===== src/rtl/fir_pkg.sv =====
// Shared types and arithmetic helpers for the serial-MAC FIR filter.
// Helpers work on 64-bit signed values so any ACCW/OW up to 64 bits fits.
package fir_pkg;

    typedef enum logic [1:0] {
        IDLE,
        MAC,
        OUT
    } state_t;

    typedef struct packed {
        logic               sat;
        logic signed [63:0] val;
    } sat_res_t;

    function automatic int clog2(input int n);
        int r;
        r = 0;
        while ((1 << r) < n) r++;
        return r;
    endfunction

    // Half-up rounding: add half an LSB of the shifted result, then shift arithmetically.
    function automatic logic signed [63:0] round_shift(input logic signed [63:0] acc,
                                                       input int                 shift);
        logic signed [63:0] bias;
        bias = (shift > 0) ? (64'sd1 <<< (shift - 1)) : 64'sd0;
        return (acc + bias) >>> shift;
    endfunction

    function automatic sat_res_t saturate(input logic signed [63:0] r, input int ow);
        logic signed [63:0] hi;
        logic signed [63:0] lo;
        sat_res_t           res;
        hi = (64'sd1 <<< (ow - 1)) - 64'sd1;
        lo = -(64'sd1 <<< (ow - 1));
        res.sat = 1'b0;
        res.val = r;
        if (r > hi) begin
            res.sat = 1'b1;
            res.val = hi;
        end else if (r < lo) begin
            res.sat = 1'b1;
            res.val = lo;
        end
        return res;
    endfunction

endpackage


===== src/rtl/fir_coef_bank.sv =====
// TAPS x CW coefficient register file: async reset to COEF_INIT,
// one enabled write port, one combinational read port.
module fir_coef_bank
    import fir_pkg::*;
#(
    parameter int                  CW        = 8,
    parameter int                  TAPS      = 63,
    parameter int                  AW        = 6,
    parameter logic [CW*TAPS-1:0]  COEF_INIT = '0
) (
    input  logic                 clk,
    input  logic                 rst_p,
    input  logic                 wr_en,
    input  logic [AW-1:0]        waddr,
    input  logic signed [CW-1:0] wdata,
    input  logic [AW-1:0]        raddr,
    output logic signed [CW-1:0] rdata
);

    localparam logic [AW:0] TAPS_W = (AW + 1)'(TAPS);

    logic signed [CW-1:0] coef [TAPS];

    // Addresses past the last tap are silently dropped on write and read as zero.
    always_ff @(posedge clk or posedge rst_p) begin
        if (rst_p) begin
            for (int i = 0; i < TAPS; i++) coef[i] <= COEF_INIT[CW*i +: CW];
        end else if (wr_en && ({1'b0, waddr} < TAPS_W)) begin
            coef[waddr] <= wdata;
        end
    end

    assign rdata = ({1'b0, raddr} < TAPS_W) ? coef[raddr] : '0;

endmodule


===== src/rtl/fir_serial_mac.sv =====
// Time-multiplexed FIR: one signed MAC iterated over all taps per sample,
// valid/ready on both sides, runtime coefficients, rounding and saturation.
module fir_serial_mac
    import fir_pkg::*;
#(
    parameter int                 DW        = 16,
    parameter int                 CW        = 8,
    parameter int                 TAPS      = 63,
    parameter int                 OW        = 24,
    parameter int                 SHIFT     = 0,
    parameter logic [CW*TAPS-1:0] COEF_INIT = {{(CW*TAPS-1){1'b0}}, 1'b1},
    localparam int                AW        = clog2(TAPS),
    localparam int                ACCW      = DW + CW + clog2(TAPS)
) (
    input  logic                 clk,
    input  logic                 rst_p,
    input  logic                 in_valid,
    output logic                 in_ready,
    input  logic signed [DW-1:0] in_data,
    output logic                 out_valid,
    input  logic                 out_ready,
    output logic signed [OW-1:0] out_data,
    output logic                 out_sat,
    input  logic                 coef_we,
    input  logic [AW-1:0]        coef_addr,
    input  logic signed [CW-1:0] coef_wdata
);

    localparam logic [AW:0] TAPS_W = (AW + 1)'(TAPS);

    state_t                 state;
    state_t                 state_next;
    logic signed [DW-1:0]   hist [TAPS];
    logic [AW-1:0]          wr_ptr;
    logic [AW:0]            k;
    logic signed [ACCW-1:0] acc;
    logic [AW:0]            rd_sum;
    logic [AW-1:0]          rd_idx;
    logic signed [CW-1:0]   coef_rd;
    logic signed [ACCW-1:0] prod;
    sat_res_t               res;
    logic                   accept;
    logic                   mac_done;
    logic                   unused_bits;

    // Handshake: a transfer happens on an edge where valid && ready; the result holds until taken.
    assign in_ready  = (state == IDLE);
    assign out_valid = (state == OUT);
    assign accept    = in_valid && in_ready;
    assign mac_done  = (state == MAC) && (k == TAPS_W);

    fir_coef_bank #(
        .CW        (CW),
        .TAPS      (TAPS),
        .AW        (AW),
        .COEF_INIT (COEF_INIT)
    ) u_coef_bank (
        .clk   (clk),
        .rst_p (rst_p),
        .wr_en (coef_we && (state == IDLE)),
        .waddr (coef_addr),
        .wdata (coef_wdata),
        .raddr (k[AW-1:0]),
        .rdata (coef_rd)
    );

    // Newest sample sits at wr_ptr; tap k walks backwards, wrapping modulo TAPS.
    always_comb begin
        rd_sum = ({1'b0, wr_ptr} >= k) ? ({1'b0, wr_ptr} - k)
                                       : ({1'b0, wr_ptr} + TAPS_W - k);
        rd_idx = rd_sum[AW-1:0];
        prod   = ACCW'(hist[rd_idx]) * ACCW'(coef_rd);
        res    = saturate(round_shift(64'(acc), SHIFT), OW);
    end

    assign unused_bits = ^{res.val[63:OW], rd_sum[AW]};

    always_ff @(posedge clk or posedge rst_p) begin
        if (rst_p) state <= IDLE;
        else       state <= state_next;
    end

    always_comb begin
        state_next = state;
        case (state)
            IDLE:    if (in_valid)  state_next = MAC;
            MAC:     if (mac_done)  state_next = OUT;
            OUT:     if (out_ready) state_next = IDLE;
            default:                state_next = IDLE;
        endcase
    end

    // k runs 0..TAPS-1 accumulating; the extra k==TAPS cycle registers the result.
    always_ff @(posedge clk or posedge rst_p) begin
        if (rst_p) begin
            for (int i = 0; i < TAPS; i++) hist[i] <= '0;
            wr_ptr   <= '0;
            k        <= '0;
            acc      <= '0;
            out_data <= '0;
            out_sat  <= 1'b0;
        end else if (accept) begin
            hist[wr_ptr] <= in_data;
            acc          <= '0;
            k            <= '0;
        end else if (mac_done) begin
            out_data <= res.val[OW-1:0];
            out_sat  <= res.sat;
            wr_ptr   <= ({1'b0, wr_ptr} == TAPS_W - 1'b1) ? '0 : wr_ptr + 1'b1;
        end else if (state == MAC) begin
            acc <= acc + prod;
            k   <= k + 1'b1;
        end
    end

endmodule


===== config.mk =====
export PLATFORM = sky130hd
export DESIGN_NAME = fir_serial_mac
export DESIGN_NICKNAME = d
export VERILOG_FILES = /design/src/rtl/fir_pkg.sv /design/src/rtl/fir_coef_bank.sv /design/src/rtl/fir_serial_mac.sv
export SDC_FILE = /design/constraint.sdc
export NUM_CORES = 2
export LEC_CHECK = 0
export ABC_AREA = 1
export ABC_CLOCK_PERIOD_IN_PS = 57100
export CAP_MARGIN = 15
export CORE_MARGIN = 2
export CORE_UTILIZATION = 46
export CTS_CLUSTER_DIAMETER = 80
export DETAILED_ROUTE_END_ITERATION = 8
export PLACE_DENSITY = 0.63
export SETUP_SLACK_MARGIN = 0.2
export SYNTH_ARGS = -nofsm -noshare
export SYNTH_HDL_FRONTEND = slang
export SYNTH_HIERARCHICAL = 1
export SYNTH_SLANG_ARGS = --single-unit

===== constraint.sdc =====
create_clock -name clk -period 57.1 [get_ports clk]
set_input_delay 5.71 -clock clk [delete_from_list [all_inputs] [get_ports clk]]
set_output_delay 5.71 -clock clk [all_outputs]
set_load 0.005 [all_outputs]

# [Word-level counts from Yosys, hierarchy flattened]
# Index checks and enable logic that the tools add are counted.
[op_classes] mux=27 shift=0 n_div=0 addsub=6 n_bitwise=5 n_lt_le_gt_ge=11 n_mul=1 reduce_logical=11 n_eq_ne=8
[ops] operator="$bwmux 1008" n=1
[ops] operator="$bwmux 504" n=1
[ops] operator="$mux 65" n=2
[ops] operator="$bmux 16 s6" n=1
[ops] operator="$demux 16 s6" n=1
[ops] operator="$mux 30" n=3
[ops] operator="$bmux 8 s6" n=1
[ops] operator="$demux 8 s6" n=1
[ops] operator="$mux 16" n=3
[ops] operator="$mux 8" n=4
[ops] operator="$add 30x24->30" n=1
[ops] operator="$gt 30x24->1 const B" n=1
[ops] operator="$lt 30x24->1 const B" n=1
[ops] operator="$ge 7x7->1 const B" n=4
[ops] operator="$not 6->7" n=4
[ops] operator="$mul 16x8->24" n=1
[ops] operator="$mux 7" n=3
[ops] operator="$lt 7x1->1 const B" n=2
[ops] operator="$lt 6x6->1 const B" n=2
[ops] operator="$mux 6" n=2
[ops] operator="$sub 6x6->6" n=2
[ops] operator="$add 7x1->7 const B" n=1
[ops] operator="$eq 7x6->1 const B" n=1
[ops] operator="$ge 6x7->1" n=1
[ops] operator="15 further kinds" n=25
[word_totals] input_bits=35 mem_count=0 rom_bits=0 output_inout_bits=27 regBits=1582 ramBits=0 elab_cells=201 latchBits=0

# [Depth between registers and ports, before layout]
[logic_depth] ltp_word=12 mapped_depth=43

# [Cells and area by module]
# The synthesis kept the hierarchy.
[by_module_without_submodules] module="fir_serial_mac" area_each_um2=55084.1 seq_area_each_um2=26975.9 instances=1 cells_each=6686
[by_module_without_submodules] module="fir_coef_bank" area_each_um2=24364.6 seq_area_each_um2=12613.3 instances=1 cells_each=3236

# [Least setup slack after synthesis]
# Ideal clock, no wire load.
[synth_timing] path_kind="reg-to-reg" start="reg wr_ptr[0]" end="reg acc[27]" setup_slack_ps=49569 arrival_ps=7398 path_buffers=2 period_less_slack_ps=7531 path_stages_with_launch=39 t_required_ps=56968 path_cell_list="dfrtp_1 clkinv_1 ha_1 inv_1 nor2_2 nand2_2 nand3_4 nand2_2 nand2_1 buf_6 buf_4 nand2_1 nand2_1 nand3_1 nand3_1 nand3_1 nand3_1 nand2_1 [... 3 more ...] inv_1 fa_1 fa_1 fa_1 ha_1 ha_1 a21oi_1 inv_1 nor2_1 o221ai_1 a21oi_1 inv_1 nand2_1 nand2_1 nand2_1 nand2_1 nor2_1 o22ai_1"
[synth_between] elab_chain_len=12
[synth_lines] item="start: declaration" line="fir_serial_mac.sv:34" source="logic [AW-1:0] wr_ptr;"
[synth_lines] item="start signal: assignment" line="fir_serial_mac.sv:109" source="wr_ptr <= ({1'b0, wr_ptr} == TAPS_W - 1'b1) ? '0 : wr_ptr + 1'b1;"
[synth_lines] item="$add 6x6->6" line="fir_serial_mac.sv:70" source=": ({1'b0, wr_ptr} + TAPS_W - k);"
[synth_lines] item="$sub 6x6->6" line="fir_serial_mac.sv:70"
[synth_lines] item="$mux 6 *" line="fir_serial_mac.sv:69" source="rd_sum = ({1'b0, wr_ptr} >= k) ? ({1'b0, wr_ptr} - k)"
[synth_lines] item="$not 6->7 (not written as such) *" line="fir_serial_mac.sv:72" source="prod = ACCW'(hist[rd_idx]) * ACCW'(coef_rd);"
[synth_lines] item="$bmux 16 s6 *" line="fir_serial_mac.sv:72"
[synth_lines] item="$mux 16 (not written as such) * (2 in a row)" line="fir_serial_mac.sv:72"
[synth_lines] item="$mul 16x8->24 *" line="fir_serial_mac.sv:72"
[synth_lines] item="$add 30x24->30 *" line="fir_serial_mac.sv:111" source="acc <= acc + prod;"
[synth_lines] item="$mux 30 *" line="fir_serial_mac.sv:110" source="end else if (state == MAC) begin"
[synth_lines] item="$mux 30 *" line="fir_serial_mac.sv:106" source="end else if (mac_done) begin"
[synth_lines] item="$mux 30 *" line="fir_serial_mac.sv:102" source="end else if (accept) begin"
[synth_lines] item="end signal: assignment" line="fir_serial_mac.sv:111"
[synth_lines] item="end: declaration" line="fir_serial_mac.sv:36" source="logic signed [ACCW-1:0] acc;"
# Every way passes the cells marked *; elsewhere a longest branch is shown, timed or not. The select of a mux whose other input is x is not followed.
# A chain may end at the register's enable or synchronous reset.

# [Final worst setup path]
[layout_timing] start="reg k[2]" end="reg acc[27]"
[layout_between] elab_chain_len=11
[layout_lines] item="start: declaration" line="fir_serial_mac.sv:35" source="logic [AW:0] k;"
[layout_lines] item="start signal: assignment" line="fir_serial_mac.sv:112" source="k <= k + 1'b1;"
[layout_lines] item="$sub 6x6->6 (tied with other cells)" line="fir_serial_mac.sv:70"
[layout_lines] item="$mux 6" line="fir_serial_mac.sv:69"
[layout_lines] item="$not 6->7 (not written as such)" line="fir_serial_mac.sv:72"
[layout_lines] item="$bmux 16 s6" line="fir_serial_mac.sv:72"
[layout_lines] item="$mux 16 (not written as such) (2 in a row)" line="fir_serial_mac.sv:72"
[layout_lines] item="$mul 16x8->24" line="fir_serial_mac.sv:72"
[layout_lines] item="$add 30x24->30" line="fir_serial_mac.sv:111"
[layout_lines] item="$mux 30" line="fir_serial_mac.sv:110"
[layout_lines] item="$mux 30" line="fir_serial_mac.sv:106"
[layout_lines] item="$mux 30" line="fir_serial_mac.sv:102"
# Parallel ways exist; a longest one is shown, timed or not. The select of a mux whose other input is x is not followed.

==> metrics.md <==
| Metric | Value |
|---|---|
| Root buffer selected by CTS | clkbuf_16 |
| Post-synth cell types | 54 |
| Synth async-reset ratio | 1.00 |
| Clock Pin Slew Worst Setup and Hold Paths | 0.06 ns |
| Clk sinks | about 1.6k |
| Post-synth top flop | dfrtp_1 |
| Port bufs | 61 |
| Sequential share of the synthesized area | 0.498 |
| CP endpoint kind | register |
| Cell repeated most along the worst path | nand2_1 |
| Mapped Cells | roughly 9.9k |
| Post-Syn Area | 79400 µm² |
| Wirelength per Cell | around 20 µm |
| Core box area | around 170000 µm² |
| Top cells by area, synth | dfrtp_1 50%, nand2_1 16%, o21ai_0 8.8% |
| Post-DP HPWL | 144000 µm |
| Synth warn | 6 |
| Final wirelength | about 250000 µm |
| Syn_nets | 10.2k |
| Hold path start | u_coef_bank/coef[305] |
| Post-route ant nets | 0 |
| CTS tree | done |
| RSZ-0062 raised after global routing | no |
| Area growth from synthesis to layout | 9.02% |
| Die width | approximately 420 µm |
| FP Rows | roughly 150 |
| CTS Buf Count | 176 |
| IO Pins | 62 |
| Synth top area share | 0.498 |
| Synth area leader | dfrtp_1 |
| Placement Cell Area | 80600 µm² |
| Max-cap violations | 0 |
| R2r startpoint | k[2] |
| Fin. Hold Viols | 0 |
| H-tree depth | 4 |
| CP max FO | approximately 140 |
| Fmax | 0.0915 GHz |
| Design Area, Final | 86600 µm² |
| Setup Fix Bufs, Post-CTS | 0 |
| Drt pass-1 iters | 6 |
| Final design utilization | 0.505 |
| Iter 0 DRT Violations | 7755 |
| Final WS setup | 46.17 ns |
| Number of synthesized register bits | ~1.6k |
| Clock skew | approximately 0.054 ns |
| Initial antenna violation count | 2 |
| Slowest cell on crit path | nand2_8 |
| Worst slack, placed | 45.68 ns |
| Resized Gates After CTS | 0 |
| Post-synth EDFFs | 0 |
| DIE AREA | 176000 µm² |
| Final setup viols | 0 |
| Drt drc | 0 |
| Critical Path RT | 57.82 ns |
| Max clock buf depth | 3 |
| Setup tns final | 0 ns |
| Largest net degree at the start of global routing | ~170 |
| First-pass GRT wire length | between 300000 and 400000 µm |
| Slew margin rel. | 0.200 |
| Effective utilization at floorplan | 0.463 |
| Slew of the pin with the lowest slew margin | ~1.2 ns |
| HP Class | reg -> reg |
| Count leader, synth | nand2_1 |
| CP max stage delay | a little over 0.9 ns |
| Slew Viols, Final | 0 |
| All-Layer GR Usage | 0.280 |
| Ratio of cells with drive above 1 in the final layout | 0.0595 |
| Status | completed |
| Fin crit share | 0.191 |
| Cts hold-fix bufs | 0 |
| Critical path type | reg -> reg |
| Worst Setup SP | k[2] |
| Min Tclk post-route | around 11 ns |
| Top post-synthesis cells by count | 3488 x nand2_1, 1581 x dfrtp_1, 1397 x o21ai_0 |
| GRT overflow | 0 |
| Via Count | between 60k and 70k |
| Via density | approximately 5.6 |
| Critical Path AT | 11.65 ns |
| Clk_lat worst skew | between 0.8 and 0.9 ns |
| Die height | between 400 and 500 µm |
| Final #Nets | 9818 |
| Avg Cell Area, Syn | 8.01 µm² |
| Vias in the first global route | between 60k and 70k |
| Worst Setup Start Kind | register |
| RePlAce Congestion | 0.895 |
==> cell usage in the layout (no fill, tap or decap), drive strengths merged, types with 13 or more instances in the layout <==
cell type	count
nand4	41
nor2	304
o211ai	13
nand3	1245
clkbuf	262
nand2	3516
buf	123
a21oi	150
inv	518
ha	76
nor3	24
clkdlybuf4s50	59
clkinv	41
o21ai	1491
dfrtp	1581
fa	154
==> path summary, 6_finish.rpt <==
kind / depth (start not counted) / to / slack, ns
max: 40 / acc[27] / 46.17
min: 2 / u_coef_bank/coef[305] / 0.48
max reg2reg: 40 / acc[27] / 46.17
min reg2reg: 2 / u_coef_bank/coef[305] / 0.48
max in group asynchronous: 7 / hist[934] / 46.67
min in group asynchronous: 2 / state[1] / 5.56
==> per-layer routing <==
metal	wire length, µm	part of all wire	track usage	vias to the layer above
li1	-	-	-	31300
met1	107000	0.43	0.398	32500
met2	109000	0.44	0.422	2603
met3	20000	0.081	0.0500	467
met4	10700	0.044	0.118	2
met5	10	0.000041	0	-
==> state kept, by name, summed over array words and instances (netlist names) <==
signal,count
acc,30
u_coef_bank/coef,504
wr_ptr,6
out_sat,1
hist,1008
k,7
out_data,24
state,2
==> logic make-up after synthesis <==
group | Yosys count | synth area share
simple gates | 5147 | 0.273
compound gates | 1701 | 0.109
flops | 1582 | 0.498
buf+inv | 1240 | 0.0666
fa+ha+maj | 230 | 0.0508
xor+xnor | 22 | 0.00243
==> worst max-delay path: cells and delay by family (launching register included) <==
family / cells / cell delay (ns)
compound gates: 4 / 0.77
flops: 1 / 0.32
simple gates: 21 / 4.19
buf+inv: 8 / 2.32
fa+ha+maj: 7 / 3.08
==> per-stage QoR <==
step           hold WS [ns]  std cells
3_5_place_dp          0.471      11700
3_3_place_gp          0.463      11700
4_1_cts               0.485      12000
2_1_floorplan         0.448       9922
5_1_grt               0.495      12000
6_report              0.480      12000
==> cell type report <==
type                    instances  area [µm²]
fillers                     16500       84900
well taps                    2310        2890
multi-input cells            7100       34700
repair buffers                182        1750
clock inverters                57         616
flip-flops and latches       1582       39600
inverters                     511        1950
clock buffers                 262        5120
diodes                          1        2.50
Power is not shown: default switching activity piles up to over one toggle a cycle in this logic, so the estimate is an artifact.
